--- src/rtl/conv_pkg.sv ---
// Shared definitions for the conv/pool/flatten datapath: scratch bank
// selects, pixel format and the default memory geometry.
package conv_pkg;

    localparam int unsigned DATA_WIDTH = 20;
    localparam int unsigned INT_WIDTH  = 4;
    localparam int unsigned FRAC_WIDTH = 16;
    localparam int unsigned ADDR_WIDTH = 12;

    // Scratch memory bank select codes.
    typedef enum logic [2:0] {
        NONE   = 3'b000,
        L0     = 3'b001,
        L1_CH0 = 3'b011,
        L1_CH1 = 3'b100,
        L2     = 3'b101
    } mem_sel_e;

    // Signed fixed-point pixel, 4 integer + 16 fraction bits.
    typedef struct packed {
        logic signed [INT_WIDTH-1:0] int_part;
        logic [FRAC_WIDTH-1:0]       frac_part;
    } pixel_t;

    // Layer-1 bank holding the given pooled channel.
    function automatic mem_sel_e l1_bank_sel(input logic ch);
        return ch ? L1_CH1 : L1_CH0;
    endfunction

endpackage

--- src/rtl/flatten_stage_if.sv ---
// Control handshake plus the shared scratch memory port used by the
// flatten stage. master = the stage, slave = the memory/controller side.
interface flatten_stage_if #(
    parameter int unsigned DATA_WIDTH = conv_pkg::DATA_WIDTH,
    parameter int unsigned ADDR_WIDTH = conv_pkg::ADDR_WIDTH
);

    logic                  start;
    logic                  busy;
    logic                  done;
    logic                  crd;
    logic [ADDR_WIDTH-1:0] caddr_rd;
    logic [DATA_WIDTH-1:0] cdata_rd;
    logic                  cwr;
    logic [ADDR_WIDTH-1:0] caddr_wr;
    logic [DATA_WIDTH-1:0] cdata_wr;
    logic [2:0]            csel;

    modport master (
        input  start,
        input  cdata_rd,
        output busy,
        output done,
        output crd,
        output caddr_rd,
        output cwr,
        output caddr_wr,
        output cdata_wr,
        output csel
    );

    modport slave (
        output start,
        output cdata_rd,
        input  busy,
        input  done,
        input  crd,
        input  caddr_rd,
        input  cwr,
        input  caddr_wr,
        input  cdata_wr,
        input  csel
    );

endinterface

--- src/rtl/flatten_addr_gen.sv ---
// Channel/index counters for the flatten stage. Channel runs fastest; the
// L2 address interleaves channels (idx*NUM_CH + ch).
module flatten_addr_gen #(
    parameter int unsigned NUM_CH     = 1,
    parameter int unsigned MAP_SIZE   = 1024,
    parameter int unsigned ADDR_WIDTH = conv_pkg::ADDR_WIDTH
) (
    input  logic                  clk,
    input  logic                  reset,
    input  logic                  clear,
    input  logic                  step,
    output logic [ADDR_WIDTH-1:0] rd_addr,
    output logic [ADDR_WIDTH-1:0] wr_addr,
    output conv_pkg::mem_sel_e    rd_sel,
    output logic                  last
);
    import conv_pkg::*;

    logic [ADDR_WIDTH-1:0] idx_q, idx_d;
    logic                  ch_q, ch_d;

    // Next counter values: clear wins over step; channel wraps into index.
    always_comb begin
        idx_d = idx_q;
        ch_d  = ch_q;
        if (clear) begin
            idx_d = '0;
            ch_d  = 1'b0;
        end else if (step) begin
            if ((NUM_CH == 2) && !ch_q) begin
                ch_d = 1'b1;
            end else begin
                ch_d  = 1'b0;
                idx_d = idx_q + 1'b1;
            end
        end
    end

    // Counter registers.
    always_ff @(posedge clk) begin
        if (reset) begin
            idx_q <= '0;
            ch_q  <= 1'b0;
        end else begin
            idx_q <= idx_d;
            ch_q  <= ch_d;
        end
    end

    // Address, bank and end-of-map decode from the current counters.
    always_comb begin
        rd_addr = idx_q;
        wr_addr = (NUM_CH == 2) ? {idx_q[ADDR_WIDTH-2:0], ch_q} : idx_q;
        rd_sel  = l1_bank_sel(ch_q);
        last    = (idx_q == ADDR_WIDTH'(MAP_SIZE - 1)) && (ch_q == 1'(NUM_CH - 1));
    end

endmodule

--- src/rtl/flatten_stage.sv ---
// Flatten stage: copies the pooled layer-1 map(s) into the layer-2 bank as
// one interleaved vector, 3 cycles per element (read, capture, write).
// Optional build macro FLATTEN_CHECKSUM_EN adds a running sign-extended sum
// of all written words on the checksum port.
module flatten_stage #(
    parameter int unsigned NUM_CH     = 1,
    parameter int unsigned MAP_SIZE   = 1024,
    parameter int unsigned DATA_WIDTH = conv_pkg::DATA_WIDTH,
    parameter int unsigned ADDR_WIDTH = conv_pkg::ADDR_WIDTH
) (
    input  logic                   clk,
    input  logic                   reset,
`ifdef FLATTEN_CHECKSUM_EN
    output logic [DATA_WIDTH+11:0] checksum,
`endif
    flatten_stage_if.master        bus
);
    import conv_pkg::*;

    if ((NUM_CH != 1) && (NUM_CH != 2)) begin : g_bad_num_ch
        $error("flatten_stage: NUM_CH must be 1 or 2");
    end
    if ((MAP_SIZE * NUM_CH) > (32'd1 << ADDR_WIDTH)) begin : g_bad_addr_width
        $error("flatten_stage: MAP_SIZE*NUM_CH does not fit in ADDR_WIDTH");
    end

    typedef enum logic [2:0] {
        StIdle,
        StRd,
        StCap,
        StWr,
        StFin
    } state_e;

    state_e                state_q, state_d;
    logic                  busy_q, busy_d;
    logic                  done_q, done_d;
    logic                  crd_q, crd_d;
    logic                  cwr_q, cwr_d;
    mem_sel_e              csel_q, csel_d;
    logic [ADDR_WIDTH-1:0] caddr_rd_q, caddr_rd_d;
    logic [ADDR_WIDTH-1:0] caddr_wr_q, caddr_wr_d;
    // Doubles as the captured read word (data_r): loaded at the end of CAP.
    logic [DATA_WIDTH-1:0] cdata_wr_q, cdata_wr_d;
    logic                  last_q, last_d;
`ifdef FLATTEN_CHECKSUM_EN
    logic [DATA_WIDTH+11:0] checksum_q, checksum_d;
`endif

    logic                  ag_clear;
    logic                  ag_step;
    logic [ADDR_WIDTH-1:0] ag_rd_addr;
    logic [ADDR_WIDTH-1:0] ag_wr_addr;
    mem_sel_e              ag_rd_sel;
    logic                  ag_last;

    flatten_addr_gen #(
        .NUM_CH     (NUM_CH),
        .MAP_SIZE   (MAP_SIZE),
        .ADDR_WIDTH (ADDR_WIDTH)
    ) u_addr_gen (
        .clk     (clk),
        .reset   (reset),
        .clear   (ag_clear),
        .step    (ag_step),
        .rd_addr (ag_rd_addr),
        .wr_addr (ag_wr_addr),
        .rd_sel  (ag_rd_sel),
        .last    (ag_last)
    );

    // Next state and next registered outputs; outputs are decoded for the
    // state being entered so they are valid for the whole of that state.
    always_comb begin
        state_d    = state_q;
        busy_d     = busy_q;
        done_d     = 1'b0;
        crd_d      = 1'b0;
        cwr_d      = 1'b0;
        csel_d     = NONE;
        caddr_rd_d = caddr_rd_q;
        caddr_wr_d = caddr_wr_q;
        cdata_wr_d = cdata_wr_q;
        last_d     = last_q;
        ag_clear   = 1'b0;
        ag_step    = 1'b0;
`ifdef FLATTEN_CHECKSUM_EN
        checksum_d = checksum_q;
`endif
        unique case (state_q)
            StIdle: begin
                // Counters sit at element 0 while idle.
                if (bus.start) begin
                    state_d    = StRd;
                    busy_d     = 1'b1;
                    crd_d      = 1'b1;
                    csel_d     = ag_rd_sel;
                    caddr_rd_d = ag_rd_addr;
`ifdef FLATTEN_CHECKSUM_EN
                    checksum_d = '0;
`endif
                end
            end
            StRd: begin
                state_d = StCap;
            end
            StCap: begin
                state_d    = StWr;
                cwr_d      = 1'b1;
                csel_d     = L2;
                caddr_wr_d = ag_wr_addr;
                cdata_wr_d = bus.cdata_rd;
                last_d     = ag_last;
                // Advance now so the next read address is ready when WR ends.
                ag_step    = 1'b1;
`ifdef FLATTEN_CHECKSUM_EN
                checksum_d = checksum_q + {{12{bus.cdata_rd[DATA_WIDTH-1]}}, bus.cdata_rd};
`endif
            end
            StWr: begin
                if (last_q) begin
                    state_d = StFin;
                end else begin
                    state_d    = StRd;
                    crd_d      = 1'b1;
                    csel_d     = ag_rd_sel;
                    caddr_rd_d = ag_rd_addr;
                end
            end
            StFin: begin
                state_d  = StIdle;
                busy_d   = 1'b0;
                done_d   = 1'b1;
                ag_clear = 1'b1;
            end
            default: begin
                state_d = StIdle;
                busy_d  = 1'b0;
            end
        endcase
    end

    // State and output registers; synchronous reset returns everything to 0.
    always_ff @(posedge clk) begin
        if (reset) begin
            state_q    <= StIdle;
            busy_q     <= 1'b0;
            done_q     <= 1'b0;
            crd_q      <= 1'b0;
            cwr_q      <= 1'b0;
            csel_q     <= NONE;
            caddr_rd_q <= '0;
            caddr_wr_q <= '0;
            cdata_wr_q <= '0;
            last_q     <= 1'b0;
`ifdef FLATTEN_CHECKSUM_EN
            checksum_q <= '0;
`endif
        end else begin
            state_q    <= state_d;
            busy_q     <= busy_d;
            done_q     <= done_d;
            crd_q      <= crd_d;
            cwr_q      <= cwr_d;
            csel_q     <= csel_d;
            caddr_rd_q <= caddr_rd_d;
            caddr_wr_q <= caddr_wr_d;
            cdata_wr_q <= cdata_wr_d;
            last_q     <= last_d;
`ifdef FLATTEN_CHECKSUM_EN
            checksum_q <= checksum_d;
`endif
        end
    end

    assign bus.busy     = busy_q;
    assign bus.done     = done_q;
    assign bus.crd      = crd_q;
    assign bus.cwr      = cwr_q;
    assign bus.csel     = csel_q;
    assign bus.caddr_rd = caddr_rd_q;
    assign bus.caddr_wr = caddr_wr_q;
    assign bus.cdata_wr = cdata_wr_q;
`ifdef FLATTEN_CHECKSUM_EN
    assign checksum     = checksum_q;
`endif

endmodule
--- src/flat_wrapper.sv ---
// flat-port wrapper written by rule: the top's interface ports become plain ports
module flatten_stage_flat import conv_pkg::*;
#(
    parameter int unsigned NUM_CH     = 1,
    parameter int unsigned MAP_SIZE   = 1024,
    parameter int unsigned DATA_WIDTH = conv_pkg::DATA_WIDTH,
    parameter int unsigned ADDR_WIDTH = conv_pkg::ADDR_WIDTH
)
  (clk, reset, bus_start, bus_cdata_rd, bus_busy, bus_done, bus_crd, bus_caddr_rd, bus_cwr, bus_caddr_wr, bus_cdata_wr, bus_csel);
  flatten_stage_if #(.DATA_WIDTH(DATA_WIDTH), .ADDR_WIDTH(ADDR_WIDTH)) bus_i ();
  input  logic clk;
  input  logic reset;
  input wire logic [$bits(bus_i.start)-1:0] bus_start;
  input wire logic [$bits(bus_i.cdata_rd)-1:0] bus_cdata_rd;
  output wire logic [$bits(bus_i.busy)-1:0] bus_busy;
  output wire logic [$bits(bus_i.done)-1:0] bus_done;
  output wire logic [$bits(bus_i.crd)-1:0] bus_crd;
  output wire logic [$bits(bus_i.caddr_rd)-1:0] bus_caddr_rd;
  output wire logic [$bits(bus_i.cwr)-1:0] bus_cwr;
  output wire logic [$bits(bus_i.caddr_wr)-1:0] bus_caddr_wr;
  output wire logic [$bits(bus_i.cdata_wr)-1:0] bus_cdata_wr;
  output wire logic [$bits(bus_i.csel)-1:0] bus_csel;
  assign bus_i.start = bus_start;
  assign bus_i.cdata_rd = bus_cdata_rd;
  assign bus_busy = bus_i.busy;
  assign bus_done = bus_i.done;
  assign bus_crd = bus_i.crd;
  assign bus_caddr_rd = bus_i.caddr_rd;
  assign bus_cwr = bus_i.cwr;
  assign bus_caddr_wr = bus_i.caddr_wr;
  assign bus_cdata_wr = bus_i.cdata_wr;
  assign bus_csel = bus_i.csel;
  flatten_stage #(.NUM_CH(NUM_CH), .MAP_SIZE(MAP_SIZE), .DATA_WIDTH(DATA_WIDTH), .ADDR_WIDTH(ADDR_WIDTH)) u_core (.clk(clk), .reset(reset), .bus(bus_i));
endmodule
--- config.mk ---
export PLATFORM = sky130hd
export DESIGN_NAME = flatten_stage_flat
export DESIGN_NICKNAME = d
export VERILOG_FILES = /design/src/rtl/conv_pkg.sv /design/src/rtl/flatten_stage_if.sv /design/src/rtl/flatten_addr_gen.sv /design/src/rtl/flatten_stage.sv /design/src/flat_wrapper.sv
export SDC_FILE = /design/constraint.sdc
export NUM_CORES = 1
export LEC_CHECK = 0
export BUFFER_PORTS_ARGS = -buffer_cell sky130_fd_sc_hd__buf_2
export CORE_ASPECT_RATIO = 0.7
export CORE_MARGIN = 1.5
export CORE_UTILIZATION = 52
export CTS_CLUSTER_DIAMETER = 60
export DETAILED_ROUTE_END_ITERATION = 8
export HOLD_SLACK_MARGIN = 0.12
export PLACE_DENSITY = 0.78
export RECOVER_POWER = 25
export SYNTH_ARGS = -nofsm -noshare
export SYNTH_HDL_FRONTEND = slang
export SYNTH_HIERARCHICAL = 1
export SYNTH_SLANG_ARGS = --single-unit
--- constraint.sdc ---
create_clock -name clk -period 2.1 [get_ports clk]
set_input_delay 0.315 -clock clk [delete_from_list [all_inputs] [get_ports clk]]
set_output_delay 0.315 -clock clk [all_outputs]
set_load 0.01 [all_outputs]
==> results of run 1 <==
[power groups by stage]
stage / Clock, mW / Sequential [mW] / Combinational (mW)
final: 1.05 / 1.34 / 0.308
after global routing: 1.14 / 1.35 / 0.340
after CTS: 1.08 / 1.34 / 0.315
after detailed placement: 0 / 1.37 / 0.315
after global placement: 0 / 1.37 / 0.312
after floorplan: 0 / 1.38 / 0.227
[critical path, cell delays in order, from the launching register on]
cell and delay (ps):
dfxtp_1 450, or3b_1 440, clkinv_4 90, nand4_2 190
or4_1 460, a21oi_1 150
[cells in the final DEF (no fill, tap or decap), types with 2 or more instances in the layout]
cell,count
or2_0,2
nand3_1,3
mux2i_1,14
or3_1,4
inv_1,2
clkinv_4,2
o21ai_0,5
buf_2,50
o31ai_1,3
xor2_1,2
nand2_2,20
or4_1,3
dfxtp_1,67
nor2_1,10
nor2b_1,6
nand4_1,2
a21oi_2,29
a21oi_1,15
clkbuf_8,10
clkbuf_1,23
buf_4,4
clkinv_2,3
nand2_1,53
conb_1,3
nand2b_1,25
[per-layer routing]
layer | global-route usage, % | routed length (um) | vias to the layer above
met5 | 0 | 0 | -
met3 | 8.33 | 333 | 10
met2 | 31.1 | 2480 | 56
li1 | - | - | 1135
met4 | 6.82 | 73 | 0
met1 | 27.1 | 2880 | 1060
[registers in the layout, summed over array words and instances (netlist names), 3 cells and up]
name	flops
u_core/bus.cdata_wr	20
u_core/bus.csel	3
u_core/bus.caddr_rd	12
u_core/u_addr_gen/rd_addr	12
u_core/state_q	3
u_core/bus.caddr_wr	12
[logic make-up after synthesis]
group	Yosys count
compound gates	54
other cells	2
flops	67
buf+inv	34
simple gates	139
xor+xnor	3
mux	14
fa+ha+maj	1
[layout make-up]
type | instances | area, um2 | area share [%]
flip-flops and latches | 67 | 1340 | 39.9
multi-input cells | 214 | 1340 | 39.8
repair buffers | 78 | 387 | 11.5
clock buffers | 10 | 138 | 4.09
well taps | 72 | 90.1 | 2.68
clock inverters | 5 | 53.8 | 1.60
inverters | 3 | 16.3 | 0.483
[through the flow]
step / instances / power, mW / instance area [um2] / setup slack [ps]
after floorplan: 315 / 1.61 / 2930 / 162
after global placement: 434 / 1.68 / 3200 / 282
after detailed placement: 434 / 1.69 / 3200 / 250
after CTS: 449 / 2.73 / 3390 / 241
after global routing: 449 / 2.83 / 3370 / 78.9
final: 449 / 2.70 / 3370 / 262
[final timing paths]
path                     startpoint                       endpoint  depth (start not counted)
hold / removal      bus_cdata_rd[1]         u_core/bus.cdata_wr[1]                          3
setup / recovery  u_core/state_q[1]  u_core/u_addr_gen/rd_addr[10]                          5
hold reg to reg     u_core/bus.busy                u_core/bus.busy                          2
setup reg to reg  u_core/state_q[1]  u_core/u_addr_gen/rd_addr[10]                          5
==> results.toml, run 1 <==
[drt]
vias = 2261
drt_iter0_markers = 97
drtAntennaViolNets = 0
drt_first_pass_iters = 4
remaining_drc_errors = 0
wl_um = 5770
viasPerCell = 5.04
wire_per_inst_um = 12.8

[place]
hpwl_um = 3870
io_buffer_count = 73
gp_congestion = 0.760

[critical_path]
required_ps = 2380
start_kind = "flop"
worst-path-max-fanout = 9
r2r_slack_ps = 260
crit_arrival_ps = 2110
crit_type = "reg -> reg"
cp-end-kind = "flop"

[yosys]
ys.flop_type = "dfxtp_1"
synth_commonest_cells = "dfxtp_1 (67), nand2_1 (53), a21oi_2 (29)"
ys_warn_count = 6
yosysSeqAreaShare_pct = 45.9
synthMuxAreaShare_pct = 4.79
syn_area_um2 = 2930
synth_top_family_by_area = "simple AND/OR/NAND/NOR gates"
async_flop_share_pct = 0
synth-compound-area-share_pct = 13.8
synth_area_per_cell_um2 = 9.32
synth.top_cell.area_share_pct = 45.9
yosys.area.top_type = "dfxtp_1"
synth_seq_cells = 67
synthAdderAreaFrac_pct = 0.428
post-synth-top-count-cell = "dfxtp_1"
synth_xor_xnor_area_share_pct = 0.898
netlist_instances = 314
synth_edf_count = 0
synth-simple-area-share_pct = 25.5
synthTopCellsByArea = "dfxtp_1 (46%), a21oi_2 (8.7%), nand2_1 (6.8%), nand2b_1 (5.3%), mux2i_1 (4.8%)"
ys_types = 40

[cts]
cts.clk_slew.worst_paths_ps = 70
cts_setup_buffers = 0
cts_buffers = 9
cts_sinks = 67
cts_root_buffer = "clkbuf_8"
hold_buffers = 0
htree_levels = 3
clock_path_buffers = 2
clk_latency_ps = 350
cts_tree = "done"
post_cts_resized = 0

[floorplan]
core_area_um2 = 5340
fp.dieH_um = 65.8
start_util_pct = 54.8
num_io_pins = 74
dieArea_um2 = 6090
placementRows = 22
die_w_um = 92.6

[global_route]
grtUsageTotal_pct = 20.7
grt_overflow = 0
grt_pass1_vias = 2117
antenna_found_initial = 0
grt_max_degree = 37
grt_pass1_wl_um = 9740

[final_layout]
fin_nets = 397
area_delta_synth_final_pct = 15.1
drive_gt1_share_pct = 33.4
utilization_pct = 63.0
n_fill_cell = 482
antennaDiodeCount = 0

[pwr]
combPwrFrac_pct = 11.4
p_int_mw = 2.01
powerDensity_nw_per_um2 = 801
p_seq_share_pct = 49.8
p_switching_uw = 687
p_clk_share_pct = 38.8
switching_share_pct = 25.5
ir_drop_mv = 0.615
power.leakage_nw = 1.27

[timing]
rsz0062_at_grt = "no"
finalHoldViolations = 0
fin_skew_ps = 8.43
finalSetupTns_ps = 0
fin_crit_ps = 1840
min_period_over_period_pct = 87.5
fmax_ghz = 0.544
hold_slack_ps = 203
drv_slew = 0
setup_viol_count_final = 0

[min_path]
min_path_type = "in -> reg"

[status]
status = "completed"

[job]
maxCapViolations = 0
Power figures use the tool's default switching activity.
==> inputs of run 2 (changes only) <==
CORE_UTILIZATION = 55   (was 52)
CTS_BUF_LIST = sky130_fd_sc_hd__clkbuf_8   (was unset)
PLACE_DENSITY = 0.82   (was 0.78)
SKIP_CTS_REPAIR_TIMING = 1   (was unset)
SLEW_MARGIN = 15   (was unset)
==> run 2 against run 1 <==
First-iteration DRC count down 12%. Core utilization up 4.6 points. Register-to-register slack better by 40 ps. Routed wire length fell by 0.50%. Critical endpoint unchanged. Non-clock buffer count up 3. Clock skew decreased by 2.2 ps. Critical path depth stayed put. Sequential power is essentially flat. Design area is 0.71% lower. Combinational power hardly changed.
==> results.toml, run 2 (synthesis gave the netlist of run 1 again) <==
[pwr]
power.leakage_nw = 1.27
powerDensity_nw_per_um2 = 767
ir_drop_mv = 0.426

[final_layout]
fin_nets = 400
antennaDiodeCount = 0
n_fill_cell = 473
area_delta_synth_final_pct = 14.2
final_common_cell = "dfxtp_1"
largest_reg_flops = 20
fin_cells = 448
layout_common_cells = "dfxtp_1 (67), nand2_1 (53), buf_2 (51)"
drive_gt1_share_pct = 33.5
fin_area_um2 = 3340

[cts]
cts_sinks = 67
cts_buffers = 9
cts_tree = "done"
clk_latency_ps = 340
clock_path_buffers = 2
cts_root_buffer = "clkbuf_8"
htree_levels = 3
cts.clk_slew.worst_paths_ps = 70

[floorplan]
num_io_pins = 74
fp.dieH_um = 64.0
core_area_um2 = 4940
die_w_um = 90.2
placementRows = 21
start_util_pct = 59.2
dieArea_um2 = 5770

[timing]
fmax_ghz = 0.557
finalHoldViolations = 0
finalSetupTns_ps = 0
drv_slew = 0
fin_crit_ps = 1790
fin_skew_ps = 6.21
min_period_over_period_pct = 85.5
finalWorstSetupSlack_ps = 305
rsz0062_at_grt = "no"
setup_viol_count_final = 0

[critical_path]
required_ps = 2370
start_kind = "flop"
crit_type = "reg -> reg"
worst-path-max-fanout = 8
cp-end-kind = "flop"
crit_arrival_ps = 2060

[place]
dp_slack_ps = 333
hpwl_um = 3950
io_buffer_count = 73
gp_congestion = 0.772
dpl_cell_area_um2 = 3210
dp_cells = 434

[drt]
wl_um = 5740
viasPerCell = 5.04
vias = 2258
remaining_drc_errors = 0
drt_first_pass_iters = 4
drtAntennaViolNets = 0
drt_iter0_markers = 85
wire_per_inst_um = 12.8

[global_route]
grt_overflow = 0
antenna_found_initial = 0
grtUsageTotal_pct = 21.3
grt_pass1_wl_um = 9720
grt_pass1_vias = 2092
grt_max_degree = 37

[min_path]
min_path_type = "in -> reg"

[status]
status = "completed"

[job]
maxCapViolations = 0
## run 2: cell count changes in the layout (fill, tap and decap cells not counted), sizes merged
cell,before,now
clkinv,5,4
clkbuf,33,34
buf,55,58
bufinv,1,0
## run 2: layer usage
layer  GRT usage (%)  part of all wire [%]
met3            9.05                   6.2
met4            5.95                   1.2
met5               0                     0
met2            32.5                    43
met1            27.7                    49
## run 2: stage by stage
step	utilization (%)	power [mW]	hold slack [ps]
after global placement	65.0	1.68	436
after global routing	67.7	2.70	182
final	67.7	2.56	206
after CTS	68.3	2.59	191
after floorplan	-	1.61	442
after detailed placement	65.0	1.69	444
## run 2: final cells by class
cell class	instances	area (um2)	share of cell area [%]
tap	69	86.3	2.58
sequential	67	1340	40.1
timing repair buffer	81	394	11.8
clock inverter	3	15.0	0.449
clock buffer	11	151	4.53
multi-input combinational	214	1340	40.0
inverter	3	16.3	0.487
## run 2: report_power, final
| group | internal (mW) | total (mW) | switching, mW |
|---|---|---|---|
| clock network | 0.473 | 0.916 | 0.444 |
| logic | 0.123 | 0.311 | 0.188 |
| registers | 1.31 | 1.34 | 0.0228 |
## run 2: critical path: stages, from the launching register on
cell and delay [ps]:
dfxtp_1 370, or3b_1 440, clkinv_4 90, nand4_2 190, or4_1 470, a21oi_1 170
## run 2: path summary, 6_finish.rpt
path	from	to	slack [ps]	cells after the start
worst max-delay path	u_core/state_q[2]	u_core/u_addr_gen/rd_addr[10]	310	5
worst min register to register	u_core/bus.busy	u_core/bus.busy	450	2
worst max register to register	u_core/state_q[2]	u_core/u_addr_gen/rd_addr[10]	310	5
worst min-delay path	bus_cdata_rd[4]	u_core/bus.cdata_wr[4]	210	3
==> inputs of run 3 (changes only) <==
CORE_MARGIN = unset   (was 1.5)
==> run 3 against run 2 <==
Worst hold slack better by 9.6 ps. Clock skew is 0.94 ps lower. Power rose by 3.6%. Register-to-register slack improved by 40 ps. Sequential power is essentially flat. Die area down 2.7%. Critical endpoint is now u_core/u_addr_gen/rd_addr[2]. Cell count fell by 0.22%.
==> results.toml, run 3 (synthesis gave the netlist of run 1 again) <==
[status]
status = "completed"

[drt]
drtAntennaViolNets = 0
drt_iter0_markers = 89
wire_per_inst_um = 12.7
remaining_drc_errors = 0
wl_um = 5690
viasPerCell = 5.04
drt_first_pass_iters = 4
vias = 2253

[pwr]
powerDensity_nw_per_um2 = 791
power.leakage_nw = 1.28
ir_drop_mv = 0.474

[floorplan]
placementRows = 21
core_area_um2 = 4940
dieArea_um2 = 5620
start_util_pct = 59.2
die_w_um = 89.2
num_io_pins = 74
fp.dieH_um = 63.0

[global_route]
use_met2_pct = 32.4
grtUsageTotal_pct = 22.0
grt-busiest-layer = "met2"
grt_pass1_wl_um = 9470
grtUsageMet3_pct = 7.13
grt_max_degree = 45
use_met1_pct = 30.3
antenna_found_initial = 0
grt_pass1_vias = 2044
grt_overflow = 0

[place]
io_buffer_count = 73
gp_congestion = 0.798
hpwl_um = 3780

[cts]
cts_buffers = 9
cts_tree = "done"
cts_root_buffer = "clkbuf_8"
clk_latency_ps = 330
htree_levels = 3
cts_sinks = 67
cts.clk_slew.worst_paths_ps = 70
clock_path_buffers = 2

[final_layout]
multi_input_area_um2 = 1340
regArea_um2 = 1340
final_common_cell = "dfxtp_1"
utilization_pct = 67.9
n_fill_cell = 438
area_delta_synth_final_pct = 14.7
layout_common_cells = "dfxtp_1 (67), nand2_1 (53), buf_2 (51)"
antennaDiodeCount = 0
fin_nets = 399
largest_reg_flops = 20
drive_gt1_share_pct = 33.6

[critical_path]
cpPeakStageDelay_ps = 430
slowest_stage = "or3b_1"
crit_type = "reg -> reg"
worst-path-max-fanout = 36
path_cells = "or3b_1 > clkinv_4 > buf_4 > nand2_1 > xor2_1 > nor2_1"
crit_arrival_ps = 1980
cp_top_family = "simple AND/OR/NAND/NOR gates"
required_ps = 2320
start_kind = "flop"
cp-end-kind = "flop"
crit_buf_inv = 2

[timing]
rsz0062_at_grt = "no"
tightest_slew_ps = 506
fmax_ghz = 0.568
finalHoldViolations = 0
setup_viol_count_final = 0
slew-limit-headroom_pct = 66.3
finalSetupTns_ps = 0
fin_crit_ps = 1760
min_period_over_period_pct = 83.8
drv_slew = 0
fin_skew_ps = 5.27

[min_path]
min_path_type = "in -> reg"

[job]
maxCapViolations = 0
## run 3: final cells by class
type / count / area share [%]
tap: 69 / 2.57
timing repair buffer: 80 / 11.6
clock buffer: 10 / 4.10
multi-input combinational: 214 / 39.9
inverter: 3 / 0.485
clock inverter: 4 / 1.30
sequential: 67 / 40.0
## run 3: metal layers
metal / part of all wire, % / up-vias
li1: - / 1139
met1: 50 / 1051
met2: 45 / 61
met3: 5.2 / 2
met4: 0.39 / 0
met5: 0 / -
## run 3: path summary, 6_finish.rpt
check               startpoint                            to  slack [ps]  depth (start not counted)
max          u_core/state_q[2]  u_core/u_addr_gen/rd_addr[2]         340                          6
min            bus_cdata_rd[3]        u_core/bus.cdata_wr[3]         220                          3
max reg2reg  u_core/state_q[2]  u_core/u_addr_gen/rd_addr[2]         340                          6
min reg2reg    u_core/bus.busy               u_core/bus.busy         450                          2
## run 3: power breakdown
group          total [mW]  switching (mW)  internal (mW)
sequential           1.33          0.0218           1.31
clock                1.01           0.446          0.559
combinational       0.314           0.189          0.125
total                2.65           0.657           2.00
## run 3: worst register-to-register path: cells and delay by family (launching register included)
kind,cells,cell delay (ps)
DFF,1,370
xor gates and xnor gates,1,160
and+or+nand+nor,3,610
buffers and inverters,2,520
## run 3: metrics by stage
step / worst slack, ps / std cells / power [mW] / area, um2 / hold WS, ps
global placement: 368 / 433 / 1.68 / 3200 / 438
CTS: 330 / 447 / 2.69 / 3380 / 197
global route: 191 / 447 / 2.78 / 3360 / 200
floorplan: 162 / 315 / 1.61 / 2930 / 442
detailed placement: 339 / 433 / 1.68 / 3200 / 446
finish: 340 / 447 / 2.65 / 3360 / 216
